File: src/rtl/redmule_tcdm_splitter.sv
// Splits one wide upstream TCDM request into MP narrow lane requests and
// reassembles the per-lane responses into a single wide response pulse.
module redmule_tcdm_splitter #(
  parameter int DW      = 256,
  parameter int MP      = 8,
  parameter int AW      = 32,
  parameter int MAX_OUT = 4
) (
  input  logic                           clk_i,
  input  logic                           rst_i,
  input  logic                           in_req_i,
  output logic                           in_gnt_o,
  input  logic [AW-1:0]                  in_add_i,
  input  logic                           in_wen_i,
  input  logic [DW/8-1:0]                in_be_i,
  input  logic [DW-1:0]                  in_data_i,
  output logic [DW-1:0]                  in_r_data_o,
  output logic                           in_r_valid_o,
  output logic [MP-1:0]                  tcdm_req_o,
  output logic [MP-1:0][AW-1:0]          tcdm_add_o,
  output logic [MP-1:0]                  tcdm_wen_o,
  output logic [MP-1:0][DW/MP/8-1:0]     tcdm_be_o,
  output logic [MP-1:0][DW/MP-1:0]       tcdm_data_o,
  input  logic [MP-1:0]                  tcdm_gnt_i,
  input  logic [MP-1:0]                  tcdm_r_valid_i,
  input  logic [MP-1:0][DW/MP-1:0]       tcdm_r_data_i,
  output logic                           busy_o,
  output logic                           err_o
);

  localparam int LW = DW / MP;
  localparam int LB = LW / 8;
  localparam int CW = $clog2(MAX_OUT + 1);
  localparam int PW = (MAX_OUT > 1) ? $clog2(MAX_OUT) : 1;
  localparam logic [CW-1:0] MAX_C  = CW'(MAX_OUT);
  localparam logic [PW-1:0] LAST_P = PW'(MAX_OUT - 1);

  logic [MP-1:0] r_done;
  logic [CW-1:0] r_out;
  logic          r_rvalid;
  logic          r_err;
  logic [CW-1:0] r_pend [MP];
  logic [CW-1:0] r_cnt  [MP];
  logic [PW-1:0] r_wptr [MP];
  logic [PW-1:0] r_rptr [MP];
  logic [LW-1:0] r_mem  [MP][MAX_OUT];

  logic          w_credit;
  logic [MP-1:0] w_lane_gnt;
  logic [MP-1:0] w_resp_ok;
  logic [MP-1:0] w_spur;
  logic [MP-1:0] w_ovf;
  logic [MP-1:0] w_push;
  logic [MP-1:0] w_nonempty_nxt;
  logic [CW-1:0] w_cnt_nxt [MP];

  assign w_credit = (r_out < MAX_C);

  always_comb begin
    tcdm_req_o  = '0;
    tcdm_add_o  = '0;
    tcdm_wen_o  = '0;
    tcdm_be_o   = '0;
    tcdm_data_o = '0;
    for (int i = 0; i < MP; i++) begin
      tcdm_req_o[i]  = in_req_i & ~r_done[i] & w_credit & ~rst_i;
      tcdm_add_o[i]  = in_add_i + AW'(i * LB);
      tcdm_wen_o[i]  = in_wen_i;
      tcdm_be_o[i]   = in_be_i[i*LB +: LB];
      tcdm_data_o[i] = in_data_i[i*LW +: LW];
    end
  end

  assign w_lane_gnt = tcdm_req_o & tcdm_gnt_i;
  // The wide grant fires in the cycle the last missing lane is granted.
  assign in_gnt_o   = in_req_i & w_credit & (&(r_done | w_lane_gnt));

  always_comb begin
    w_resp_ok      = '0;
    w_spur         = '0;
    w_ovf          = '0;
    w_push         = '0;
    w_nonempty_nxt = '0;
    in_r_data_o    = '0;
    for (int i = 0; i < MP; i++) begin
      w_cnt_nxt[i] = r_cnt[i];
    end
    for (int i = 0; i < MP; i++) begin
      w_resp_ok[i]      = tcdm_r_valid_i[i] & (r_pend[i] != '0);
      w_spur[i]         = tcdm_r_valid_i[i] & (r_pend[i] == '0);
      w_ovf[i]          = w_resp_ok[i] & (r_cnt[i] == MAX_C) & ~r_rvalid;
      w_push[i]         = w_resp_ok[i] & ~w_ovf[i];
      w_cnt_nxt[i]      = r_cnt[i] + CW'(w_push[i]) - CW'(r_rvalid);
      w_nonempty_nxt[i] = (w_cnt_nxt[i] != '0);
      in_r_data_o[i*LW +: LW] = r_rvalid ? r_mem[i][r_rptr[i]] : '0;
    end
  end

  assign in_r_valid_o = r_rvalid;
  assign err_o        = r_err;
  assign busy_o       = (r_out != '0) | (|r_done);

  always_ff @(posedge clk_i or posedge rst_i) begin
    if (rst_i) begin
      r_done   <= '0;
      r_out    <= '0;
      r_rvalid <= 1'b0;
      r_err    <= 1'b0;
      for (int i = 0; i < MP; i++) begin
        r_pend[i] <= '0;
        r_cnt[i]  <= '0;
        r_wptr[i] <= '0;
        r_rptr[i] <= '0;
      end
    end else begin
      if (in_gnt_o) begin
        r_done <= '0;
      end else begin
        r_done <= r_done | w_lane_gnt;
      end
      if (in_gnt_o && !r_rvalid) begin
        r_out <= r_out + CW'(1);
      end else if (!in_gnt_o && r_rvalid && (r_out != '0)) begin
        r_out <= r_out - CW'(1);
      end
      // Registering "all lanes non-empty next cycle" keeps back-to-back pulses gapless.
      r_rvalid <= &w_nonempty_nxt;
      if (|(w_spur | w_ovf)) begin
        r_err <= 1'b1;
      end
      for (int i = 0; i < MP; i++) begin
        r_pend[i] <= r_pend[i] + CW'(w_lane_gnt[i]) - CW'(w_resp_ok[i]);
        r_cnt[i]  <= w_cnt_nxt[i];
        if (w_push[i]) begin
          r_wptr[i] <= (r_wptr[i] == LAST_P) ? '0 : r_wptr[i] + PW'(1);
        end
        if (r_rvalid) begin
          r_rptr[i] <= (r_rptr[i] == LAST_P) ? '0 : r_rptr[i] + PW'(1);
        end
      end
    end
  end

  // Response storage carries data only, so it needs no reset.
  always_ff @(posedge clk_i) begin
    for (int i = 0; i < MP; i++) begin
      if (w_push[i]) begin
        r_mem[i][r_wptr[i]] <= tcdm_r_data_i[i];
      end
    end
  end

endmodule

File: config.mk
export PLATFORM = sky130hd
export DESIGN_NAME = redmule_tcdm_splitter
export DESIGN_NICKNAME = d
export VERILOG_FILES = /design/src/rtl/redmule_tcdm_splitter.sv
export SDC_FILE = /design/constraint.sdc
export NUM_CORES = 1
export LEC_CHECK = 0
export CAP_MARGIN = 20
export CORE_AREA = 2 2 556 558
export CTS_BUF_LIST = sky130_fd_sc_hd__clkbuf_8 sky130_fd_sc_hd__clkbuf_16
export CTS_CLUSTER_DIAMETER = 60
export DETAILED_ROUTE_END_ITERATION = 8
export DIE_AREA = 0 0 558 560
export SLEW_MARGIN = 10
export SYNTH_ARGS = -nofsm -noshare
export SYNTH_HDL_FRONTEND = slang
export SYNTH_SLANG_ARGS = --single-unit
File: constraint.sdc
create_clock -name clk_i -period 10.2 [get_ports clk_i]
set_input_delay 1.02 -clock clk_i [delete_from_list [all_inputs] [get_ports clk_i]]
set_output_delay 1.02 -clock clk_i [all_outputs]
set_load 0.05 [all_outputs]
==> impl_metrics.ini, run 1 <==
[final_layout]
multi_input_area_um2 = 13100
fin_cells = 7777
drive_above_1_share = 0.168
seq_area_um2 = 33100
design_area_um2 = 64800
area_growth_pct = 30.4
nets = 4213
fillers = 32300

[yosys]
synth-seq-cells = 1117
netlist.area_leader.share = 0.619
syn_inst = 2991
synth_flop_cell = edfxtp_1
ys_top_cells_by_count = edfxtp_1 (1024), buf_4 (355), and2_1 (295), mux4_2 (256), xnor2_1 (130)
netlist-cell-type-count = 48
synthArstFlopShare = 0.0833
synth_most_common_cell = edfxtp_1
seq_area_frac_synth = 0.666
avgSynthCellArea_um2 = 16.6
yosys.area.top_type = edfxtp_1
synth_area_um2 = 49700
syn_nets = 3677
synth_edf_count = 1024
synth.area.top_cells = edfxtp_1 (62%), mux4_2 (12%), buf_4 (5.4%), dfrtp_1 (4.7%), and2_1 (3.7%)
ys_warn_count = 0

[global_routing]
grt_max_degree = 158
grt_first_pass_wirelength_um = 276000
grt_pass1_vias = 29200
use_met3 = 0.0644
grt_overflow = 0
groute.layer.met2.usage = 0.185
grt_usage = 0.132
antenna_found_initial = 76
grt_busiest_layer = met2
met1_usage = 0.179

[detailed_routing]
drc = 0
avgViaCountPerCell = 3.66
wl_um = 214000
ant_nets = 0
wire_per_inst_um = 27.5
vias = 28500
dr.first_iter.drc_count = 2414
firstDrtPassIters = 5

[setup_path]
crit_arrival_ns = 6.25
crit_start = in_add_i[16]
r2r_cells = 11
r2r_start = in_r_valid_o
cp.buffers_inverters = 3
path_common_cell = clkdlybuf4s50_1
crit_path_end = tcdm_add_o[59]
reg2reg_to = in_r_valid_o
path_class = in2out
r2r_slack_ns = 6.12
critPathMaxFanout = 13
start_kind = input pin
crit_chain = clkdlybuf4s50_1 -> buf_4 -> nand4_1 -> nor2_2 -> and3_1 -> nand3_1 -> xnor2_1 -> clkdlybuf4s50_1
slowest_stage = clkdlybuf4s50_1
critical-path-top-delay-family = simple AND/OR/NAND/NOR gates
worstPathRequired_ns = 9.18
end_kind = primary output
cp_num_cells = 8
critical-path-max-stage-delay_ns = 0.99

[floorplan]
die_w_um = 558
core_area_um2 = 307000
die_h_um = 560
ioPinCount = 1416
row_count = 204
start_util = 0.162
die-area_um2 = 312000

[place]
port_buffers = 812
dpl.hpwl_um = 167000
place_inst = 7523
placed_area_um2 = 60600
gp_congestion = 0.802
post-place-ws_ns = 2.95

[power]
p_leak_nw = 21.0
p_per_area_nw_per_um2 = 287
ir_worst_vdd_mv = 0.236

[sta]
slew_viol_final = 0
worst_slew_pin_slew_ns = 1.34
final.setup.worst_slack_ns = 2.93
rsz0062_at_grt = no
fin_skew_ns = 0.0809
fmax_ghz = 0.138
hold_violations = 0
setup_violations = 0
period_needed_ns = 7.27
max_slew_margin = 0.0985
setup_tns_ns = 0
fin_crit_sh = 0.712

[clock_network]
post-cts-setup-buffers = 0
insertion_delay_ns = 0.77
cts_root_buf = clkbuf_16
clk_path_buf_depth = 3
cts_resized = 0
cts.clk_slew.worst_paths_ns = 0.06
cts.sinks = 1117
cts_buffers = 121
h-tree-depth = 3
cts-hold-fix-buffers = 0
cts_tree = done

[min_path]
hp-class = reg2reg
hold_depth = 1

[run]
drv_cap = 0

[status]
status = finished clean
-- power by group --
part / internal [mW] / switching (mW) / leakage (nW)
Combinational: 2.79 / 4.79 / 8.52
Sequential: 6.12 / 0.424 / 10.4
Clock: 2.57 / 1.89 / 2.09
-- cell families (layout without fill, tap and decap cells) --
logic type      after synthesis  after routing  share of synthesized area
other cells                   0             24                          0
xor+xnor                    222            222                     0.0391
compound gates               50             50                    0.00579
mux                         275            275                      0.120
buf+inv                     568           1210                     0.0709
flops                      1117           1117                      0.666
fa+ha+maj                    90             90                     0.0252
simple gates                669            669                     0.0728
-- through the flow --
step	hold WS (ns)	power, mW	utilization
2_1_floorplan	0.447	11.8	-
3_3_place_gp	0.462	14.3	0.197
3_5_place_dp	0.464	14.4	0.197
4_1_cts	0.479	19.0	0.211
5_1_grt	0.508	19.5	0.211
6_report	0.475	18.6	0.211
-- placed cells by master (no fill, tap or decap), types with 23 or more instances in the layout --
master	Yosys	final
dfrtp_1	93	81
nor2_1	116	112
mux4_2	256	256
xnor2_1	130	130
and2_1	295	283
nand3_1	37	37
inv_1	76	95
clkdlybuf4s50_1	0	800
nor3_1	38	32
ha_1	73	73
nand2_1	104	104
xor2_1	92	92
edfxtp_1	1024	1024
diode_2	0	24
buf_4	355	94
clkbuf_16	0	122
o21ai_0	23	23
-- metal layers --
layer,share of wire,up-vias,wire length [um]
met4,0.020,56,4220
met1,0.44,14800,95000
met5,0.0039,-,840
li1,-,11800,-
met3,0.12,255,26500
met2,0.41,1600,87300
-- worst min-delay path by stage --
stage / endpoint / slack (ns) / startpoint
final: r_pend[5] / 0.48 / r_pend[4]
after global routing: r_pend[5] / 0.51 / r_pend[4]
after CTS: r_pend[20] / 0.48 / r_pend[20]
after detailed placement: r_pend[20] / 0.46 / r_pend[20]
after global placement: r_pend[20] / 0.46 / r_pend[20]
after floorplan: r_pend[20] / 0.45 / r_pend[20]
-- state kept, by name, indices dropped and copies added, names as in the netlist --
register / count
in_r_valid_o: 1
r_mem: 1024
err_o: 1
r_cnt: 24
r_rptr: 16
r_pend: 24
r_wptr: 16
r_done: 8
r_out: 3
-- area by class of cell --
class | count | share of cell area
Tap cell | 4120 | 0.0796
Inverter | 76 | 0.00448
Clock inverter | 101 | 0.0157
Sequential cell | 1117 | 0.511
Multi-Input combinational cell | 1306 | 0.203
Timing Repair Buffer | 905 | 0.137
Antenna cell | 24 | 0.000927
Clock buffer | 128 | 0.0484
No activity file was read; power rests on OpenSTA's default activity.
==> run 2: changes to the inputs <==
--- a/config.mk
+++ b/config.mk
@@ -6,11 +6,11 @@
 export NUM_CORES = 1
 export LEC_CHECK = 0
 export CAP_MARGIN = 20
-export CORE_AREA = 2 2 556 558
+export CORE_AREA = 2 2 551 553
 export CTS_BUF_LIST = sky130_fd_sc_hd__clkbuf_8 sky130_fd_sc_hd__clkbuf_16
 export CTS_CLUSTER_DIAMETER = 60
 export DETAILED_ROUTE_END_ITERATION = 8
-export DIE_AREA = 0 0 558 560
+export DIE_AREA = 0 0 553 555
 export SLEW_MARGIN = 10
 export SYNTH_ARGS = -nofsm -noshare
 export SYNTH_HDL_FRONTEND = slang
==> constraint.sdc (replaced) <==
create_clock -name clk_i -period 7.1 [get_ports clk_i]
set_input_delay 0.71 -clock clk_i [delete_from_list [all_inputs] [get_ports clk_i]]
set_output_delay 0.71 -clock clk_i [all_outputs]
set_load 0.05 [all_outputs]
==> run 2 against run 1 <==
Compared with the run above:
- clock power up 41%
- non-clock buffer count fell by 19
- clock-buffer cell count increased by 5
- critical path depth is the same
- design area decreased by 0.78%
- sequential power increased by 44%
- worst setup slack worse by 1.7 ns
- total power increased by 44%
==> impl_metrics.ini, run 2 (synthesis gave the netlist of run 1 again) <==
[setup_path]
crit_arrival_ns = 5.14
worstPathRequired_ns = 6.39
end_kind = primary output
start_kind = input pin
r2r_slack_ns = 2.84
reg2reg_to = in_r_valid_o
r2r_start = in_r_valid_o
r2r_cells = 11
critPathMaxFanout = 13
path_class = in2out

[sta]
rsz0062_at_grt = no
worst_slew_pin_slew_ns = 1.16
slew_viol_final = 0
setup_violations = 0
fmax_ghz = 0.171
period_needed_ns = 5.85
max_slew_margin = 0.226
hold_violations = 0
setup_tns_ns = 0
fin_crit_sh = 0.824
fin_skew_ns = 0.0608

[detailed_routing]
wire_per_inst_um = 27.2
wl_um = 207000
avgViaCountPerCell = 3.70
ant_nets = 0
dr.first_iter.drc_count = 2156
drc = 0
firstDrtPassIters = 8
vias = 28200

[floorplan]
core_area_um2 = 301000
ioPinCount = 1416
die_h_um = 555
start_util = 0.165
die-area_um2 = 307000
row_count = 202
die_w_um = 553

[min_path]
hp-class = reg2reg
holdCritStartpoint = r_pend[20]
hold_depth = 1
hold_end = r_pend[20]

[final_layout]
area_growth_pct = 29.4
final_cell_mix = edfxtp_1 (1024), clkdlybuf4s50_1 (812), and2_1 (279)
fillers = 31700
nets = 4193
largest_register_ffs = 1024
drive_above_1_share = 0.158
final_common_cell = edfxtp_1
postLayoutCoreUtil = 0.213

[clock_network]
cts.sinks = 1117
h-tree-depth = 3
cts_buffers = 120
cts_root_buf = clkbuf_16
clk_path_buf_depth = 3
insertion_delay_ns = 0.76
cts_tree = done
cts-hold-fix-buffers = 0
cts.clk_slew.worst_paths_ns = 0.06
post-cts-setup-buffers = 0
cts_resized = 0

[global_routing]
grt_pass1_vias = 28800
grt_max_degree = 135
antenna_found_initial = 86
grt_usage = 0.129
grt_first_pass_wirelength_um = 270000
grt_overflow = 0

[power]
ir_worst_vdd_mv = 0.268
p_leak_nw = 20.9
p_per_area_nw_per_um2 = 415

[place]
gp_congestion = 0.861
dpl.hpwl_um = 158000
port_buffers = 812

[run]
drv_cap = 0

[status]
status = finished clean
## run 2: changes by cell type in the layout (fill, tap and decap cells not counted), moves of 5 or more
cell | previous run | this run
buf_4 | 94 | 73
clkdlybuf4s50_1 | 800 | 812
inv_8 | 1 | 6
nor3_1 | 32 | 37
clkbuf_8 | 6 | 13
inv_1 | 95 | 103
clkinvlp_4 | 7 | 1
buf_16 | 5 | 0
## run 2: critical path: stages
cell and delay [ns]:
clkdlybuf4s50_1 1.22, and3_1 0.42, and2_1 0.25, nand2_1 0.19, nor2_1 0.64, nand2_1 0.15
xnor2_1 0.59, clkdlybuf4s50_1 0.93
## run 2: layer usage
metal,share of wire,up-vias,track usage
li1,-,11800,-
met1,0.42,14500,0.166
met2,0.39,1536,0.172
met3,0.16,272,0.0880
met4,0.021,100,0.0266
met5,0.011,-,0.0372
## run 2: area by class of cell
type / count / area, um2 / area share
Clock inverter: 96 / 893 / 0.0139
Antenna cell: 23 / 57.6 / 0.000895
Multi-Input combinational cell: 1306 / 13100 / 0.204
Sequential cell: 1117 / 33100 / 0.515
Tap cell: 3978 / 4980 / 0.0774
Timing Repair Buffer: 886 / 8700 / 0.135
Clock buffer: 133 / 3180 / 0.0495
Inverter: 76 / 288 / 0.00448
## run 2: power by group
| group | switching, mW | internal, mW | leakage (nW) |
|---|---|---|---|
| logic | 6.95 | 3.99 | 8.37 |
| clock network | 2.69 | 3.62 | 2.11 |
| registers | 0.636 | 8.80 | 10.4 |
| total | 10.3 | 16.4 | 20.9 |
## run 2: how the worst max path moves through the flow
| stage | from | end | slack (ns) | depth (start not counted) |
|---|---|---|---|---|
| 2_1_floorplan | rst_i | r_pend[17] | 1.66 | 11 |
| 3_3_place_gp | in_add_i[26] | tcdm_add_o[223] | 1.35 | 7 |
| 3_5_place_dp | in_add_i[26] | tcdm_add_o[223] | 1.43 | 7 |
| 4_1_cts | in_add_i[26] | tcdm_add_o[223] | 1.42 | 7 |
| 5_1_grt | in_add_i[18] | tcdm_add_o[223] | 1.22 | 8 |
| 6_report | in_add_i[10] | tcdm_add_o[247] | 1.25 | 8 |
## run 2: through the flow
| step | std cells | instance area [um2] | power, mW | setup WS [ns] | hold WS, ns |
|---|---|---|---|---|---|
| floorplan | 2991 | 49700 | 16.9 | 1.66 | 0.447 |
| global placement | 7363 | 60200 | 20.7 | 1.35 | 0.461 |
| detailed placement | 7363 | 60200 | 20.9 | 1.43 | 0.482 |
| CTS | 7592 | 64200 | 27.3 | 1.42 | 0.495 |
| global route | 7593 | 64200 | 28.0 | 1.22 | 0.528 |
| finish | 7615 | 64300 | 26.7 | 1.25 | 0.497 |
==> run 3: changes to the inputs <==
==> constraint.sdc (replaced) <==
create_clock -name clk_i -period 6 [get_ports clk_i]
set_input_delay 0.6 -clock clk_i [delete_from_list [all_inputs] [get_ports clk_i]]
set_output_delay 0.6 -clock clk_i [all_outputs]
set_load 0.05 [all_outputs]
==> run 3 against run 2 <==
Compared with the run above:
- sequential power up 21%
- non-clock buffer count up 27
- highest routed layer unchanged
- total power is 16% higher
- worst setup slack worse by 0.39 ns
- clock-buffer cell count fell by 13
- design area fell by 0.28%
- worst hold slack lost 0.051 ns
- combinational power is 17% higher
- critical path depth rose by 1
- via count hardly changed
- register-to-register slack worse by 1.1 ns
==> impl_metrics.ini, run 3 (synthesis gave the netlist of run 1 again) <==
[detailed_routing]
wl_um = 203000
wire_per_inst_um = 26.6
firstDrtPassIters = 5
ant_nets = 0
avgViaCountPerCell = 3.69
vias = 28200
drc = 0
dr.first_iter.drc_count = 2262

[sta]
setup_violations = 0
worst_slew_pin_slew_ns = 1.09
period_needed_ns = 5.14
fin_crit_sh = 0.857
slew_viol_final = 0
final.setup.worst_slack_ns = 0.857
rsz0062_at_grt = no
setup_tns_ns = 0
fmax_ghz = 0.194
hold_violations = 0
max_slew_margin = 0.273
fin_skew_ns = 0.0430

[final_layout]
postLayoutCoreUtil = 0.213
multi_input_area_um2 = 13100
seq_area_um2 = 33100
fillers = 31700
final_cell_mix = edfxtp_1 (1024), clkdlybuf4s50_1 (796), and2_1 (279)
nets = 4216
drive_above_1_share = 0.166
largest_register_ffs = 1024
final_common_cell = edfxtp_1
area_growth_pct = 29.1

[floorplan]
row_count = 202
core_area_um2 = 301000
die_w_um = 553
start_util = 0.165
die_h_um = 555
die-area_um2 = 307000
ioPinCount = 1416

[place]
dpl.hpwl_um = 157000
post-place-ws_ns = 0.745
port_buffers = 812
gp_congestion = 0.876

[clock_network]
post-cts-setup-buffers = 0
cts_resized = 0
cts.sinks = 1117
clk_path_buf_depth = 3
cts_tree = done
insertion_delay_ns = 0.73
cts_buffers = 116
cts-hold-fix-buffers = 0
h-tree-depth = 3
cts.clk_slew.worst_paths_ns = 0.06
cts_root_buf = clkbuf_16

[setup_path]
r2r_cells = 12
path_class = in2out
r2r_start = in_r_valid_o
end_kind = primary output
r2r_slack_ns = 1.78
reg2reg_to = in_r_valid_o
start_kind = input pin
worstPathRequired_ns = 5.40
crit_arrival_ns = 4.54
critPathMaxFanout = 11

[power]
seq_power_share = 0.367
p_comb_frac = 0.409
ir_worst_vdd_mv = 0.304
p_int_mw = 19.0
switching_share = 0.389
p_leak_nw = 20.9
p_per_area_nw_per_um2 = 484
p_clk_frac = 0.224
p_switching_mw = 12.1

[global_routing]
antenna_found_initial = 80
grt_pass1_vias = 28800
grt_overflow = 0
grt_first_pass_wirelength_um = 268000
grt_max_degree = 60
grt_usage = 0.127

[status]
status = finished clean

[run]
drv_cap = 0

[min_path]
hp-class = in2async
==> run 3: how the worst max path moves through the flow <==
stage	endpoint	from	cells after the start	slack, ns
after global routing	tcdm_add_o[63]	in_add_i[3]	9	0.56
after floorplan	r_pend[17]	rst_i	11	0.67
after detailed placement	tcdm_add_o[63]	in_add_i[3]	9	0.75
after CTS	tcdm_add_o[63]	in_add_i[3]	9	0.74
after global placement	tcdm_add_o[63]	in_add_i[3]	9	0.72
final	tcdm_add_o[63]	in_add_i[3]	9	0.86
==> run 3: final cells by class <==
type                            instances  share of cell area
Antenna cell                           22            0.000859
Clock buffer                          120              0.0461
Clock inverter                         97              0.0118
Inverter                               76             0.00449
Multi-Input combinational cell       1306               0.204
Sequential cell                      1117               0.516
Tap cell                             3978              0.0776
Timing Repair Buffer                  913               0.139
==> run 3: metrics by stage <==
stage	power (mW)	std cells	cell area (um2)	hold slack [ns]
after floorplan	20.0	2991	49700	0.447
after global placement	24.4	7389	60300	0.462
after detailed placement	24.7	7389	60300	0.494
after CTS	31.8	7606	64000	0.372
after global routing	32.6	7609	64100	0.411
final	31.0	7629	64100	0.445
==> run 3: worst max-delay path: stages <==
cell and delay (ns):
clkdlybuf4s50_1 0.53, buf_4 0.30, ha_1 0.39, nand2_1 0.39
nor3_1 0.84, buf_4 0.24, nor2b_1 0.18, xor2_1 0.20
clkdlybuf4s50_1 0.84
==> run 3: power groups by stage <==
stage          clock network (mW)  logic, mW  registers (mW)
2_1_floorplan                   0       9.11            10.9
3_3_place_gp                    0       12.9            11.5
3_5_place_dp                    0       13.1            11.6
4_1_cts                      7.18       13.1            11.5
5_1_grt                      7.45       13.5            11.6
6_report                     6.94       12.7            11.4
==> run 3: routing by layer <==
| layer | up-vias | share of wire | GRT usage |
|---|---|---|---|
| met2 | 1439 | 0.39 | 0.169 |
| li1 | 11800 | - | - |
| met1 | 14600 | 0.43 | 0.169 |
| met5 | - | 0.0066 | 0.0206 |
| met3 | 263 | 0.16 | 0.0837 |
| met4 | 90 | 0.017 | 0.0227 |
